File: src/rtl/frame_sequencer.sv
// frame_sequencer: sequences one frame into the row buffer / window datapath.
// Latches the frame configuration, pulses frame start, gates the pixel stream,
// flags pixels that complete a strided window, then waits out the buffer flush.
//
// Handshake: a pixel transfers in a cycle where s_vld & s_rdy are both high.
// s_vld must hold s_data stable until it transfers; s_rdy is high only in
// STREAM and is forced low in a cycle where abort is high. The transfer is
// forwarded combinationally to the row buffer (buf_din_vld / buf_din).
module frame_sequencer #(
  parameter int FRAME_H_MAX = 224,
  parameter int FRAME_W_MAX = 224,
  parameter int DIN_WIDTH   = 8,
  parameter int CH_NUM      = 3,
  parameter int WIN_SIZE    = 3
) (
  input  logic                          clk,
  input  logic                          reset_n,
  input  logic                          cfg_vld,
  output logic                          cfg_rdy,
  input  logic [$clog2(FRAME_H_MAX):0]  cfg_h,
  input  logic [$clog2(FRAME_W_MAX):0]  cfg_w,
  input  logic [1:0]                    cfg_stride,
  output logic                          cfg_err,
  input  logic                          abort,
  input  logic                          s_vld,
  output logic                          s_rdy,
  input  logic [CH_NUM*DIN_WIDTH-1:0]   s_data,
  output logic                          buf_frame_start,
  output logic                          buf_din_vld,
  output logic [CH_NUM*DIN_WIDTH-1:0]   buf_din,
  output logic                          win_vld,
  output logic                          frame_done,
  output logic                          frame_aborted,
  output logic                          busy,
  output logic [2:0]                    dbg_state
);

  localparam int HW = $clog2(FRAME_H_MAX) + 1;
  localparam int WW = $clog2(FRAME_W_MAX) + 1;
  localparam int DW = $clog2((WIN_SIZE - 1) * FRAME_W_MAX) + 1;

  localparam logic [HW-1:0] H_MAX  = HW'(FRAME_H_MAX);
  localparam logic [WW-1:0] W_MAX  = WW'(FRAME_W_MAX);
  localparam logic [HW-1:0] H_MIN  = HW'(WIN_SIZE);
  localparam logic [WW-1:0] W_MIN  = WW'(WIN_SIZE);
  // First row/column index at which a full window exists.
  localparam logic [HW-1:0] ROW_W0 = HW'(WIN_SIZE - 1);
  localparam logic [WW-1:0] COL_W0 = WW'(WIN_SIZE - 1);

  typedef enum logic [2:0] {
    IDLE   = 3'd0,
    START  = 3'd1,
    STREAM = 3'd2,
    DRAIN  = 3'd3,
    DONE   = 3'd4
  } state_t;

  state_t          state_q, state_d;
  logic [HW-1:0]   h_q, h_d, row_q, row_d;
  logic [WW-1:0]   w_q, w_d, col_q, col_d;
  logic [1:0]      stride_q, stride_d, row_ph_q, row_ph_d, col_ph_q, col_ph_d;
  logic [DW-1:0]   drain_q, drain_d;
  logic            cfg_err_q, cfg_err_d, aborted_q, aborted_d;
  logic            accept, cfg_bad;
  logic [DW-1:0]   drain_len;

  // Flush length of the row buffer: WIN_SIZE-1 full rows.
  assign drain_len = DW'(WIN_SIZE - 1) * DW'(w_q);

  assign cfg_bad = (cfg_h < H_MIN) || (cfg_w < W_MIN) || (cfg_h > H_MAX) ||
                   (cfg_w > W_MAX) || !((cfg_stride == 2'd1) || (cfg_stride == 2'd2));

  // Next-state, counters and handshake outputs.
  always_comb begin
    state_d         = state_q;
    h_d             = h_q;
    w_d             = w_q;
    stride_d        = stride_q;
    row_d           = row_q;
    col_d           = col_q;
    row_ph_d        = row_ph_q;
    col_ph_d        = col_ph_q;
    drain_d         = drain_q;
    cfg_err_d       = 1'b0;
    aborted_d       = 1'b0;
    cfg_rdy         = 1'b0;
    s_rdy           = 1'b0;
    accept          = 1'b0;
    buf_frame_start = 1'b0;
    frame_done      = 1'b0;
    case (state_q)
      IDLE: begin
        cfg_rdy = 1'b1;
        if (cfg_vld) begin
          h_d      = cfg_h;
          w_d      = cfg_w;
          stride_d = cfg_stride;
          if (cfg_bad) cfg_err_d = 1'b1;
          else         state_d   = START;
        end
      end
      START: begin
        buf_frame_start = 1'b1;
        row_d    = '0;
        col_d    = '0;
        row_ph_d = '0;
        col_ph_d = '0;
        drain_d  = '0;
        state_d  = STREAM;
      end
      STREAM: begin
        s_rdy  = !abort;
        accept = s_vld && !abort;
        if (accept) begin
          if (col_q == w_q - WW'(1)) begin
            col_d    = '0;
            col_ph_d = '0;
            row_d    = row_q + HW'(1);
            // Phase restarts at the first window row, then cycles modulo stride.
            if (row_q + HW'(1) == ROW_W0)          row_ph_d = '0;
            else if (row_ph_q + 2'd1 == stride_q)  row_ph_d = '0;
            else                                   row_ph_d = row_ph_q + 2'd1;
            if (row_q == h_q - HW'(1)) state_d = DRAIN;
          end else begin
            col_d = col_q + WW'(1);
            if (col_q + WW'(1) == COL_W0)          col_ph_d = '0;
            else if (col_ph_q + 2'd1 == stride_q)  col_ph_d = '0;
            else                                   col_ph_d = col_ph_q + 2'd1;
          end
        end
      end
      DRAIN: begin
        if (drain_q == drain_len - DW'(1)) state_d = DONE;
        else                               drain_d = drain_q + DW'(1);
      end
      DONE: begin
        frame_done = !abort;
        state_d    = IDLE;
      end
      default: state_d = IDLE;
    endcase
    if (abort && (state_q != IDLE)) begin
      state_d   = IDLE;
      aborted_d = 1'b1;
    end
  end

  assign buf_din_vld   = accept;
  assign buf_din       = s_data;
  assign win_vld       = accept && (row_q >= ROW_W0) && (col_q >= COL_W0) &&
                         (row_ph_q == 2'd0) && (col_ph_q == 2'd0);
  assign cfg_err       = cfg_err_q;
  assign frame_aborted = aborted_q;
  assign busy          = (state_q != IDLE);
  assign dbg_state     = state_q;

  // State, configuration and position registers.
  always_ff @(posedge clk or negedge reset_n) begin
    if (!reset_n) begin
      state_q   <= IDLE;
      h_q       <= '0;
      w_q       <= '0;
      stride_q  <= '0;
      row_q     <= '0;
      col_q     <= '0;
      row_ph_q  <= '0;
      col_ph_q  <= '0;
      drain_q   <= '0;
      cfg_err_q <= 1'b0;
      aborted_q <= 1'b0;
    end else begin
      state_q   <= state_d;
      h_q       <= h_d;
      w_q       <= w_d;
      stride_q  <= stride_d;
      row_q     <= row_d;
      col_q     <= col_d;
      row_ph_q  <= row_ph_d;
      col_ph_q  <= col_ph_d;
      drain_q   <= drain_d;
      cfg_err_q <= cfg_err_d;
      aborted_q <= aborted_d;
    end
  end

endmodule

File: config.mk
export PLATFORM = sky130hd
export DESIGN_NAME = frame_sequencer
export DESIGN_NICKNAME = d
export VERILOG_FILES = /design/src/rtl/frame_sequencer.sv
export SDC_FILE = /design/constraint.sdc
export NUM_CORES = 1
export LEC_CHECK = 0
export BUFFER_PORTS_ARGS = -buffer_cell sky130_fd_sc_hd__buf_2
export CORE_ASPECT_RATIO = 0.75
export CORE_MARGIN = 2
export CORE_UTILIZATION = 60
export DETAILED_ROUTE_END_ITERATION = 10
export HOLD_SLACK_MARGIN = 0.06
export PLACE_DENSITY = 0.86
export SYNTH_ARGS = -nofsm -noshare
export SYNTH_HDL_FRONTEND = slang
export SYNTH_SLANG_ARGS = --single-unit
File: constraint.sdc
create_clock -name clk -period 8.3 [get_ports clk]
set_input_delay 1.245 -clock clk [delete_from_list [all_inputs] [get_ports clk]]
set_output_delay 1.245 -clock clk [all_outputs]
set_load 0.1 [all_outputs]
=== Word level (Yosys, flattened, before mapping) ===
Cells that the tools add are included.
Widths: inputs -> output; s select.

* Register bits after elaboration: 57
* Input bits: 49
* Output and inout port bits: 36

* $add $sub $neg: 8
* Order comparisons: 6
* Equal/unequal tests: 22
* Mux-type cells: 35
* Reduce and logical (&&, ||, !) cells: 24

{| class="wikitable"
|+ Operators by type and width
! cell !! count
|-
| $mux 9 || 4
|-
| $pmux 9 s2 || 2
|-
| $mux 3 || 7
|-
| $pmux 10 s2 || 1
|-
| $add 9x1->9 const B || 2
|-
| $eq 9x2->1 const B || 2
|-
| $eq 9x9->1 || 2
|-
| $ge 9x2->1 const B || 2
|-
| $gt 9x8->1 const B || 2
|-
| $lt 9x2->1 const B || 2
|-
| $ne 3x3->1 const B || 6
|-
| $sub 9x1->9 const B || 2
|-
| $mux 2 || 8
|-
| $pmux 3 s4 || 1
|-
| $add 10x1->10 const B || 1
|-
| $eq 10x10->1 || 1
|-
| $mux 10 || 1
|-
| $sub 10x1->10 const B || 1
|-
| $mux 1 || 9
|-
| $pmux 2 s2 || 2
|-
| $eq 3x2->1 const B || 2
|-
| $logic_and 1x1->1 || 6
|-
| $ne 2x2->1 const B || 3
|-
| $reduce_and 2->1 || 3
|-
| other kinds (14) || 23
|}

=== Depth between registers and ports, before layout ===
Gate-level depths: netlist (run 1).

* Depth in word-level cells: 9
* Mapped depth: 12
* Depth with buffers taken out: 9

=== Least setup slack after synthesis (run 1) ===
No wires, ideal clock.

* Kind: register to output
* From: register state_q[1], in the netlist dbg_state[1]
* To: output win_vld
* Arrival: 5.637 ns
* Data required time: 7.055 ns
* Path slack: 1.418 ns
* Cell stages (with the launch flop): 7
* Cell sequence: dfrtp_1 > clkbuf_1 > or3b_2 > clkbuf_1 > nor2_1 > nand2_1 > nor3_1

* Word-level cells in the longest chain between the ends: 6

{| class="wikitable"
|+ RTL lines
! what !! line !! text
|-
| start, declared || 58 || <nowiki>state_t state_q, state_d;</nowiki>
|-
| start signal, assigned || 172 || <nowiki>state_q <= state_d;</nowiki>
|-
| $eq 3x2->1 || 91 || <nowiki>case (state_q)</nowiki>
|-
| $mux 1 || 91 ||
|-
| $logic_and 1x1->1 (3 in a row) || 150 || <nowiki>assign win_vld = accept && (row_q >= ROW_W0) && (col_q >= COL_W0) &&</nowiki>
|-
| $logic_and 1x1->1 || 151 || <nowiki>(row_ph_q == 2'd0) && (col_ph_q == 2'd0);</nowiki>
|-
| end, declared || 31 || <nowiki>output logic win_vld,</nowiki>
|}

No other way between the ends.

=== Final worst setup path (run 1) ===
* From: register state_q[1], in the netlist dbg_state[1]
* To: output buf_din_vld

* Word-level cells in the longest chain between the ends: 2

{| class="wikitable"
|+ RTL lines
! what !! line !! text
|-
| $eq 3x2->1 || 91 ||
|-
| $mux 1 || 91 ||
|-
| end, declared || 29 || <nowiki>output logic buf_din_vld,</nowiki>
|}

No other way between the ends.

==> flow_summary_export.csv, run 1 <==
group,metric,value,unit
worst_setup_path,worstPathCellList,"or3b_2, nor2_1, nand2_1, clkinv_1, buf_2",
clock_tree,clk_path_buf_depth,2,
logic_synthesis,synth_edf_count,0,
timing,tightest_slew,1.05,ns
worst_setup_path,cp_num_buf_inv,2,
clock_tree,cts_made_buffers,9,
clock_tree,ctsResizeCount,0,
finish,final_nets,547,
logic_synthesis,yosysSeqAreaShare,32.6,%
worst_setup_path,end_kind,"output port",
worst_setup_path,crit_arrival,2.84,ns
power_and_ir_drop,powerDensity,170,nW/um^2
logic_synthesis,synth_area,4380,um^2
logic_synthesis,ys_top_cells_by_area,"dfrtp_1 33%, buf_4 4.3%, mux2_2 4.1%",
logic_synthesis,synth_top_cell_by_area,"dfrtp_1",
die,die_y,78.0,um
clock_tree,holdBufCountCts,0,
logic_synthesis,yosysWarnings,0,
timing,slew_headroom,29.8,%
timing,rsz0062_at_grt,"false",
die,die_x,103,um
logic_synthesis,synth-seq-cells,57,
place,placed_cell_area,4330,um^2
timing,fmax,245,MHz
detailed_routing,vias,3776,
logic_synthesis,async_flop_share,100,%
detailed_routing,wl_per_cell,17.7,um
clock_tree,cts_tree,"done",
place,dp.cells,574,
finish,stdcell_count,590,
timing,period_share,49.3,%
timing,timing.setup.tns,0,ns
finish,drive_gt1_share,18.5,%
worst_setup_path,worstSetupPathType,"reg -> out",
timing,fin_crit,4.09,ns
logic_synthesis,yosysTopAreaCellShare,32.6,%
power_and_ir_drop,p_leak,0.00194,uW
clock_tree,clock-sinks,57,
worst_setup_path,path_max_fanout,18,
clock_tree,cts-root-buf,"clkbuf_8",
global_route,grt_pass1_wl,16800,um
die,fp-row-count,26,
logic_synthesis,synth_area_per_cell,8.87,um^2
worst_setup_path,cp.required,7.05,ns
global_route,overflow,0,
hold_path,hp-class,"reg -> reg",
global_route,globalRouteTotalUtil,27.2,%
detailed_routing,final_antenna_net_count,0,
place,numPortBuffers,36,
clock_tree,clkTransAtPathRegs,0.07,ns
place,dp_hpwl,7480,um
status,outcome,"finished, final reports clean",
clock_tree,htree_levels,3,
finish,n_antenna_cell,0,
die,start_util,63.2,%
timing,hold_violations,0,
global_route,grt_max_degree,58,
worst_setup_path,max_stage_delay,0.65,ns
finish,final_area,4520,um^2
timing,final-setup-viol-count,0,
die,die-area,8010,um^2
detailed_routing,dr.pass1.iters,6,
logic_synthesis,synth_common_cells,"57 x dfrtp_1, 30 x nand2_1, 27 x o21ai_0, 25 x buf_4",
global_route,grt_pass1_vias,3370,
logic_synthesis,synth_ff_type,"dfrtp_1",
worst_setup_path,cp-start-kind,"register",
clock_tree,clk-insertion-delay-late,0.35,ns
die,core_area,6930,um^2
logic_synthesis,yosysMostFrequentCell,"dfrtp_1",
clock_tree,cts_setup_buffers,0,
power_and_ir_drop,peakVddDrop,0.000123,V
finish,final_util,65.3,%
logic_synthesis,syn-num-nets,554,
timing,finClkSkew,0.00901,ns
detailed_routing,drc,0,
detailed_routing,drt-total-wl,10500,um
timing,hold_ws,0.504,ns
detailed_routing,drt_iter0_drc,314,
logic_synthesis,synth.distinct_cells,72,
global_route,antenna_found_initial,0,
place,place.gp.congestion,0.918,
worst_setup_path,critical_path.top_delay_family,"simple AND/OR/NAND/NOR gates",
job,cap_violations,0,
die,num_io_pins,85,
finish,syn_to_final_growth,3.23,%
logic_synthesis,syn-instance-count,494,
timing,report.final.slew_viol_count,0,
worst_setup_path,slowest_stage,"dfrtp_1",
detailed_routing,viasPerCell,6.40,
[cell type report]
type	instances	area (um^2)
repair buffers	38	195
flip-flops and latches	57	1430
multi-input cells	361	2510
clock buffers	13	149
well taps	98	123
fillers	557	2410
clock inverters	3	40.0
inverters	20	75.1
[routing by layer]
layer / share of wire (%) / wire, um / vias to the layer above / GRT usage (%)
li1: - / - / 1759 / -
met1: 44 / 4640 / 1796 / 39.7
met2: 44 / 4600 / 181 / 38.4
met3: 9.7 / 1010 / 40 / 8.20
met4: 1.9 / 201 / 0 / 8.27
met5: 0 / 0 / - / 0
[registers in the layout (all words and copies together), names as in the netlist]
name and cells:
cfg_err 1, col_ph_q 2, col_q 9, dbg_state 3, drain_q 10, frame_aborted 1, h_q 9, row_ph_q 2
row_q 9, stride_q 2, w_q 9
[worst paths after layout]
check | cells after the start | to | startpoint | slack (ns)
min in group asynchronous | 2 | h_q[1]$_DFFE_PN0P_ | reset_n | 1.05
worst min register to register | 1 | col_ph_q[1]$_DFFE_PN0P_ | col_ph_q[1]$_DFFE_PN0P_ | 0.50
worst max-delay path | 5 | buf_din_vld | dbg_state[1]$_DFFE_PN0P_ | 4.21
worst min-delay path | 1 | col_ph_q[1]$_DFFE_PN0P_ | col_ph_q[1]$_DFFE_PN0P_ | 0.50
worst max register to register | 9 | row_q[3]$_DFFE_PN0P_ | w_q[0]$_DFFE_PN0P_ | 4.61
max in group asynchronous | 2 | w_q[0]$_DFFE_PN0P_ | reset_n | 6.76
[cells in the final DEF (no fill, tap or decap), drive strengths merged, types with 3 or more instances in the layout]
master / n
o221ai: 3
o22ai: 6
a31oi: 9
a41oi: 3
clkbuf: 13
a21oi: 23
ha: 11
o21a: 5
nand4: 6
dfrtp: 57
xor2: 15
and2: 4
clkinv: 3
or3: 6
nand2: 30
nor2: 23
mux2: 16
buf: 38
o41ai: 5
a32o: 3
nand2b: 7
nand3: 20
nor3: 20
inv: 19
a211o: 3
o21ai: 30
nor3b: 7
nor2b: 7
o31ai: 3
o211a: 3
or2: 5
nor4: 10
xnor2: 20
o211ai: 7
and3: 9
mux2i: 5
a21o: 5
[cells by family (layout without fill, tap and decap cells)]
logic type / count (synthesis) / after routing / share of synthesized area, %
and+or+nand+nor: 170 / 170 / 22.0
AOI/OAI and AO/OA: 123 / 123 / 19.5
buffers and inverters: 76 / 74 / 10.1
DFF: 57 / 57 / 32.6
xor gates and xnor gates: 36 / 36 / 7.51
muxes: 21 / 21 / 5.25
adders and majority gates: 11 / 11 / 3.14
[worst register-to-register path: cells and delay by family, from the launching register on]
kind | cells | cell delay [ns]
and+or+nand+nor | 4 | 2.31
buffers and inverters | 1 | 0.11
adders and majority gates | 1 | 0.28
DFF | 1 | 0.47
AOI/OAI and AO/OA | 3 | 0.41
[through the flow]
step	setup WS (ns)	power, uW
2_1_floorplan	1.42	522
3_3_place_gp	4.56	501
3_5_place_dp	4.51	512
4_1_cts	4.26	770
5_1_grt	4.07	804
6_report	4.21	768
[report_power, final]
part / switching [uW] / total [uW] / internal [uW]
clock: 112 / 258 / 146
sequential: 39.3 / 338 / 298
combinational: 99.3 / 173 / 73.4
Note: power is estimated with default switching activity, not from simulation.
==> inputs of run 2 (changes only) <==
Settings changed: CORE_UTILIZATION 60 to 51, PLACE_DENSITY 0.86 to 0.77.
Clock period 8.3 ns to 3.65 ns, I/O delays scaled along.
==> flow_summary_export.csv, run 2 (synthesized netlist as in run 1, its figures left out) <==
group,metric,value,unit
status,outcome,"finished, final reports clean",
clock_tree,clkTransAtPathRegs,0.05,ns
die,core_area,8420,um^2
clock_tree,cts_setup_buffers,0,
clock_tree,holdBufCountCts,0,
detailed_routing,drt_iter0_drc,400,
power_and_ir_drop,internal-power,1500,uW
finish,fillers,739,
clock_tree,ctsResizeCount,0,
global_route,use_met1,33.5,%
worst_setup_path,end_kind,"register",
global_route,use_met2,35.6,%
timing,hold_ws,0.350,ns
timing,fmax,292,MHz
worst_setup_path,cp.required,3.87,ns
timing,finClkSkew,0.00765,ns
clock_tree,clock-sinks,57,
clock_tree,cts_made_buffers,9,
timing,period_share,93.7,%
detailed_routing,drc,0,
worst_setup_path,path_max_fanout,14,
die,die-area,9360,um^2
worst_setup_path,crit_arrival,3.64,ns
worst_setup_path,startpoint,"w_q[0]$_DFFE_PN0P_",
place,place.gp.congestion,0.915,
detailed_routing,final_antenna_net_count,0,
die,num_io_pins,85,
detailed_routing,wl_per_cell,17.8,um
worst_setup_path,worstSetupPathType,"reg -> reg",
detailed_routing,vias,3780,
global_route,grt_pass1_vias,3550,
timing,rsz0062_at_grt,"false",
worst_setup_path,crit_path_end,"col_q[5]$_DFFE_PN0P_",
place,dp_hpwl,7830,um
timing,tightest_slew,0.908,ns
timing,hold_violations,0,
timing,final-setup-viol-count,0,
power_and_ir_drop,p_leak,0.00203,uW
worst_setup_path,rr_worst_depth,9,
detailed_routing,viasPerCell,6.26,
finish,final_nets,551,
power_and_ir_drop,peakVddDrop,0.000421,V
finish,final_common_cell,"dfrtp_1",
power_and_ir_drop,powerDensity,445,nW/um^2
finish,regMostFlops,"drain_q",
timing,slew_headroom,39.4,%
global_route,grt_pass1_wl,17700,um
timing,report.final.slew_viol_count,0,
power_and_ir_drop,power,2110,uW
power_and_ir_drop,p_sw_share,28.9,%
job,cap_violations,0,
detailed_routing,drt-total-wl,10800,um
clock_tree,clk-insertion-delay-late,0.33,ns
clock_tree,cts_tree,"done",
finish,final_util,56.3,%
detailed_routing,dr.pass1.iters,5,
worst_setup_path,rr_endpoint,"col_q[5]$_DFFE_PN0P_",
place,numPortBuffers,36,
die,start_util,52.1,%
die,die_y,84.3,um
finish,n_antenna_cell,0,
clock_tree,htree_levels,3,
finish,largest_reg_flops,10,
clock_tree,cts-root-buf,"clkbuf_16",
worst_setup_path,rr_startpoint,"w_q[0]$_DFFE_PN0P_",
hold_path,hp-class,"in -> async",
global_route,globalRouteTotalUtil,23.5,%
die,fp-row-count,29,
global_route,grtUsageMet3,6.06,%
power_and_ir_drop,seqPwrFrac,36.3,%
power_and_ir_drop,power_switching,609,uW
global_route,top_usage_layer,"met2",
finish,drive_gt1_share,20.8,%
power_and_ir_drop,pwr-share-clk,44.6,%
clock_tree,clk_path_buf_depth,2,
finish,syn_to_final_growth,8.22,%
timing,fin_crit,3.42,ns
worst_setup_path,r2r_slack,0.23,ns
global_route,antenna_found_initial,0,
die,die_x,111,um
worst_setup_path,cp-start-kind,"register",
global_route,overflow,0,
finish,final_cell_mix,"56 x dfrtp_1, 36 x buf_2, 30 x nand2_1",
global_route,grt_max_degree,41,
power_and_ir_drop,power_frac_comb,19.1,%
==> run 2: changes by cell type in the layout (fill, tap and decap cells not counted), sizes merged <==
cell	before	now
buf	38	42
clkbuf	13	12
bufinv	1	2
==> run 2: through the flow <==
| stage | setup slack (ns) | std cells | area (um^2) | TNS (ns) |
|---|---|---|---|---|
| after floorplan | -0.523 | 494 | 4410 | -0.656 |
| after global placement | 0.443 | 588 | 4400 | 0 |
| after detailed placement | 0.319 | 588 | 4400 | 0 |
| after CTS | 0.272 | 604 | 4740 | 0 |
| after global routing | 0.0568 | 604 | 4740 | 0 |
| final | 0.228 | 604 | 4740 | 0 |
==> run 2: final cells by class <==
| class | count | area, um^2 | area share (%) |
|---|---|---|---|
| clock inverter | 4 | 73.8 | 1.56 |
| clock buffer | 12 | 267 | 5.62 |
| multi-input combinational | 361 | 2540 | 53.5 |
| sequential | 57 | 1430 | 30.1 |
| inverter | 20 | 75.1 | 1.58 |
| tap | 108 | 135 | 2.85 |
| timing repair buffer | 42 | 225 | 4.75 |
==> run 2: critical path: stages (launching register included) <==
cell and delay [ns]:
dfrtp_1 0.46, inv_1 0.10, ha_1 0.26, or4b_1 0.61, o21ai_2 0.21, a21oi_1 0.08, or4b_4 0.60, o31ai_4 0.59
o22ai_1 0.19, a21o_1 0.21
==> run 2: worst min path at each step <==
stage | endpoint | slack (ns) | depth (start not counted)
finish | h_q[1]$_DFFE_PN0P_ | 0.35 | 1
global route | cfg_err$_DFF_PN0_ | 0.43 | 1
CTS | h_q[1]$_DFFE_PN0P_ | 0.37 | 1
detailed placement | col_ph_q[1]$_DFFE_PN0P_ | 0.51 | 1
global placement | col_ph_q[1]$_DFFE_PN0P_ | 0.48 | 1
floorplan | cfg_err$_DFF_PN0_ | 0.25 | 0
==> run 2: power by group through the flow <==
stage | Clock, uW | Sequential (uW) | Combinational [uW]
5_1_grt | 984 | 776 | 445
4_1_cts | 952 | 764 | 401
2_1_floorplan | 0 | 749 | 441
6_report | 941 | 767 | 403
3_5_place_dp | 0 | 773 | 398
3_3_place_gp | 0 | 771 | 387
==> run 2: layer usage <==
layer | vias up | wire, um
met5 | - | 0
met4 | 0 | 124
met3 | 23 | 780
met2 | 136 | 4780
met1 | 1845 | 5080
li1 | 1776 | -
==> inputs of run 3 (changes only) <==
Settings changed: CORE_MARGIN 2 to default.
==> flow_summary_export.csv, run 3 (synthesized netlist as in run 1, its figures left out) <==
group,metric,value,unit
clock_tree,htree_levels,3,
finish,final_common_cell,"dfrtp_1",
worst_setup_path,rr_startpoint,"w_q[0]$_DFFE_PN0P_",
worst_setup_path,cp_num_buf_inv,1,
detailed_routing,drt-total-wl,10700,um
detailed_routing,drc,0,
global_route,antenna_found_initial,0,
timing,final-setup-viol-count,0,
worst_setup_path,path_max_fanout,11,
timing,hold_ws,0.383,ns
finish,final_cell_mix,"56 x dfrtp_1, 36 x buf_2, 30 x nand2_1",
place,numPortBuffers,36,
timing,timing.setup.tns,0,ns
detailed_routing,wl_per_cell,17.7,um
timing,period_share,95.4,%
clock_tree,clk-insertion-delay-late,0.32,ns
detailed_routing,final_antenna_net_count,0,
die,start_util,54.1,%
worst_setup_path,worstSetupPathType,"reg -> reg",
die,die-area,8970,um^2
detailed_routing,vias,3796,
power_and_ir_drop,p_leak,0.00200,uW
worst_setup_path,worstPathCellList,"inv_1, ha_1, or4b_1, o21ai_2, a21oi_1, or4b_4, nor4_4, or2_2, a31oi_1",
place,place.gp.congestion,0.907,
status,outcome,"finished, final reports clean",
global_route,grt_max_degree,45,
finish,drive_gt1_share,20.4,%
power_and_ir_drop,internal-power,1340,uW
timing,hold_violations,0,
die,fp-row-count,28,
worst_setup_path,startpoint,"w_q[0]$_DFFE_PN0P_",
clock_tree,holdBufCountCts,0,
die,num_io_pins,85,
place,dp_hpwl,7860,um
power_and_ir_drop,peakVddDrop,0.000410,V
finish,final_nets,551,
die,die_y,82.3,um
hold_path,hp-class,"in -> async",
global_route,overflow,0,
global_route,globalRouteTotalUtil,26.1,%
detailed_routing,dr.pass1.iters,5,
global_route,grt_pass1_wl,17600,um
power_and_ir_drop,power_frac_comb,21.0,%
worst_setup_path,slowest_stage,"or4b_1",
timing,slew_headroom,32.6,%
clock_tree,ctsResizeCount,0,
finish,stdcell_count,601,
clock_tree,clkTransAtPathRegs,0.05,ns
worst_setup_path,critical_path.top_delay_family,"simple AND/OR/NAND/NOR gates",
worst_setup_path,cp.required,3.83,ns
die,core_area,8090,um^2
worst_setup_path,cp-start-kind,"register",
clock_tree,clock-sinks,57,
timing,fin_crit,3.48,ns
die,die_x,109,um
finish,regMostFlops,"drain_q",
clock_tree,cts_setup_buffers,0,
power_and_ir_drop,power,1940,uW
timing,tightest_slew,1.01,ns
finish,fillers,709,
finish,syn_to_final_growth,6.65,%
worst_setup_path,end_kind,"register",
finish,n_antenna_cell,0,
timing,fmax,287,MHz
clock_tree,cts-root-buf,"clkbuf_16",
power_and_ir_drop,power_switching,591,uW
clock_tree,cts_tree,"done",
clock_tree,cts_made_buffers,9,
place,dp.cells,585,
global_route,grt_pass1_vias,3467,
timing,report.final.slew_viol_count,0,
power_and_ir_drop,p_sw_share,30.5,%
clock_tree,clk_path_buf_depth,2,
worst_setup_path,crit_arrival,3.66,ns
detailed_routing,drt_iter0_drc,338,
detailed_routing,viasPerCell,6.32,
power_and_ir_drop,seqPwrFrac,39.3,%
power_and_ir_drop,pwr-share-clk,39.6,%
timing,rsz0062_at_grt,"false",
timing,finClkSkew,0.00381,ns
worst_setup_path,max_stage_delay,0.61,ns
finish,largest_reg_flops,10,
power_and_ir_drop,powerDensity,414,nW/um^2
job,cap_violations,0,
==> run 3: final timing paths <==
path / end / slack (ns) / depth (start not counted)
setup / recovery: row_q[4]$_DFFE_PN0P_ / 0.17 / 9
hold / removal: h_q[3]$_DFFE_PN0P_ / 0.38 / 1
setup reg to reg: row_q[4]$_DFFE_PN0P_ / 0.17 / 9
hold reg to reg: col_ph_q[1]$_DFFE_PN0P_ / 0.49 / 1
max in group asynchronous: col_q[2]$_DFFE_PN0P_ / 2.46 / 2
min in group clk: w_q[4]$_DFFE_PN0P_ / 0.48 / 2
==> run 3: power groups by stage <==
stage | clock (uW) | combinational, uW | sequential [uW]
detailed placement | 0 | 402 | 769
global placement | 0 | 392 | 768
CTS | 782 | 406 | 760
global route | 822 | 453 | 769
floorplan | 0 | 441 | 749
finish | 767 | 407 | 762
==> run 3: per-stage QoR <==
| step | area, um^2 | setup slack (ns) | utilization, % |
|---|---|---|---|
| after floorplan | 4410 | -0.523 | - |
| after global placement | 4400 | 0.411 | 54.3 |
| after detailed placement | 4400 | 0.221 | 54.3 |
| after CTS | 4670 | 0.198 | 57.7 |
| after global routing | 4670 | 0.0193 | 57.7 |
| final | 4670 | 0.167 | 57.7 |
==> run 3: area by class of cell <==
cell class | count | area (um^2) | area share (%)
clock buffers | 13 | 260 | 5.57
clock inverters | 3 | 15.0 | 0.321
inverters | 20 | 75.1 | 1.61
multi-input cells | 361 | 2540 | 54.3
flip-flops and latches | 57 | 1430 | 30.5
well taps | 105 | 131 | 2.81
repair buffers | 42 | 225 | 4.82
==> run 3: metal layers <==
layer	vias up	track usage [%]	share of wire [%]
met5	-	0	0
met4	0	7.03	1.0
met3	23	6.91	8.3
met2	183	38.0	43
met1	1818	37.8	48
li1	1772	-	-
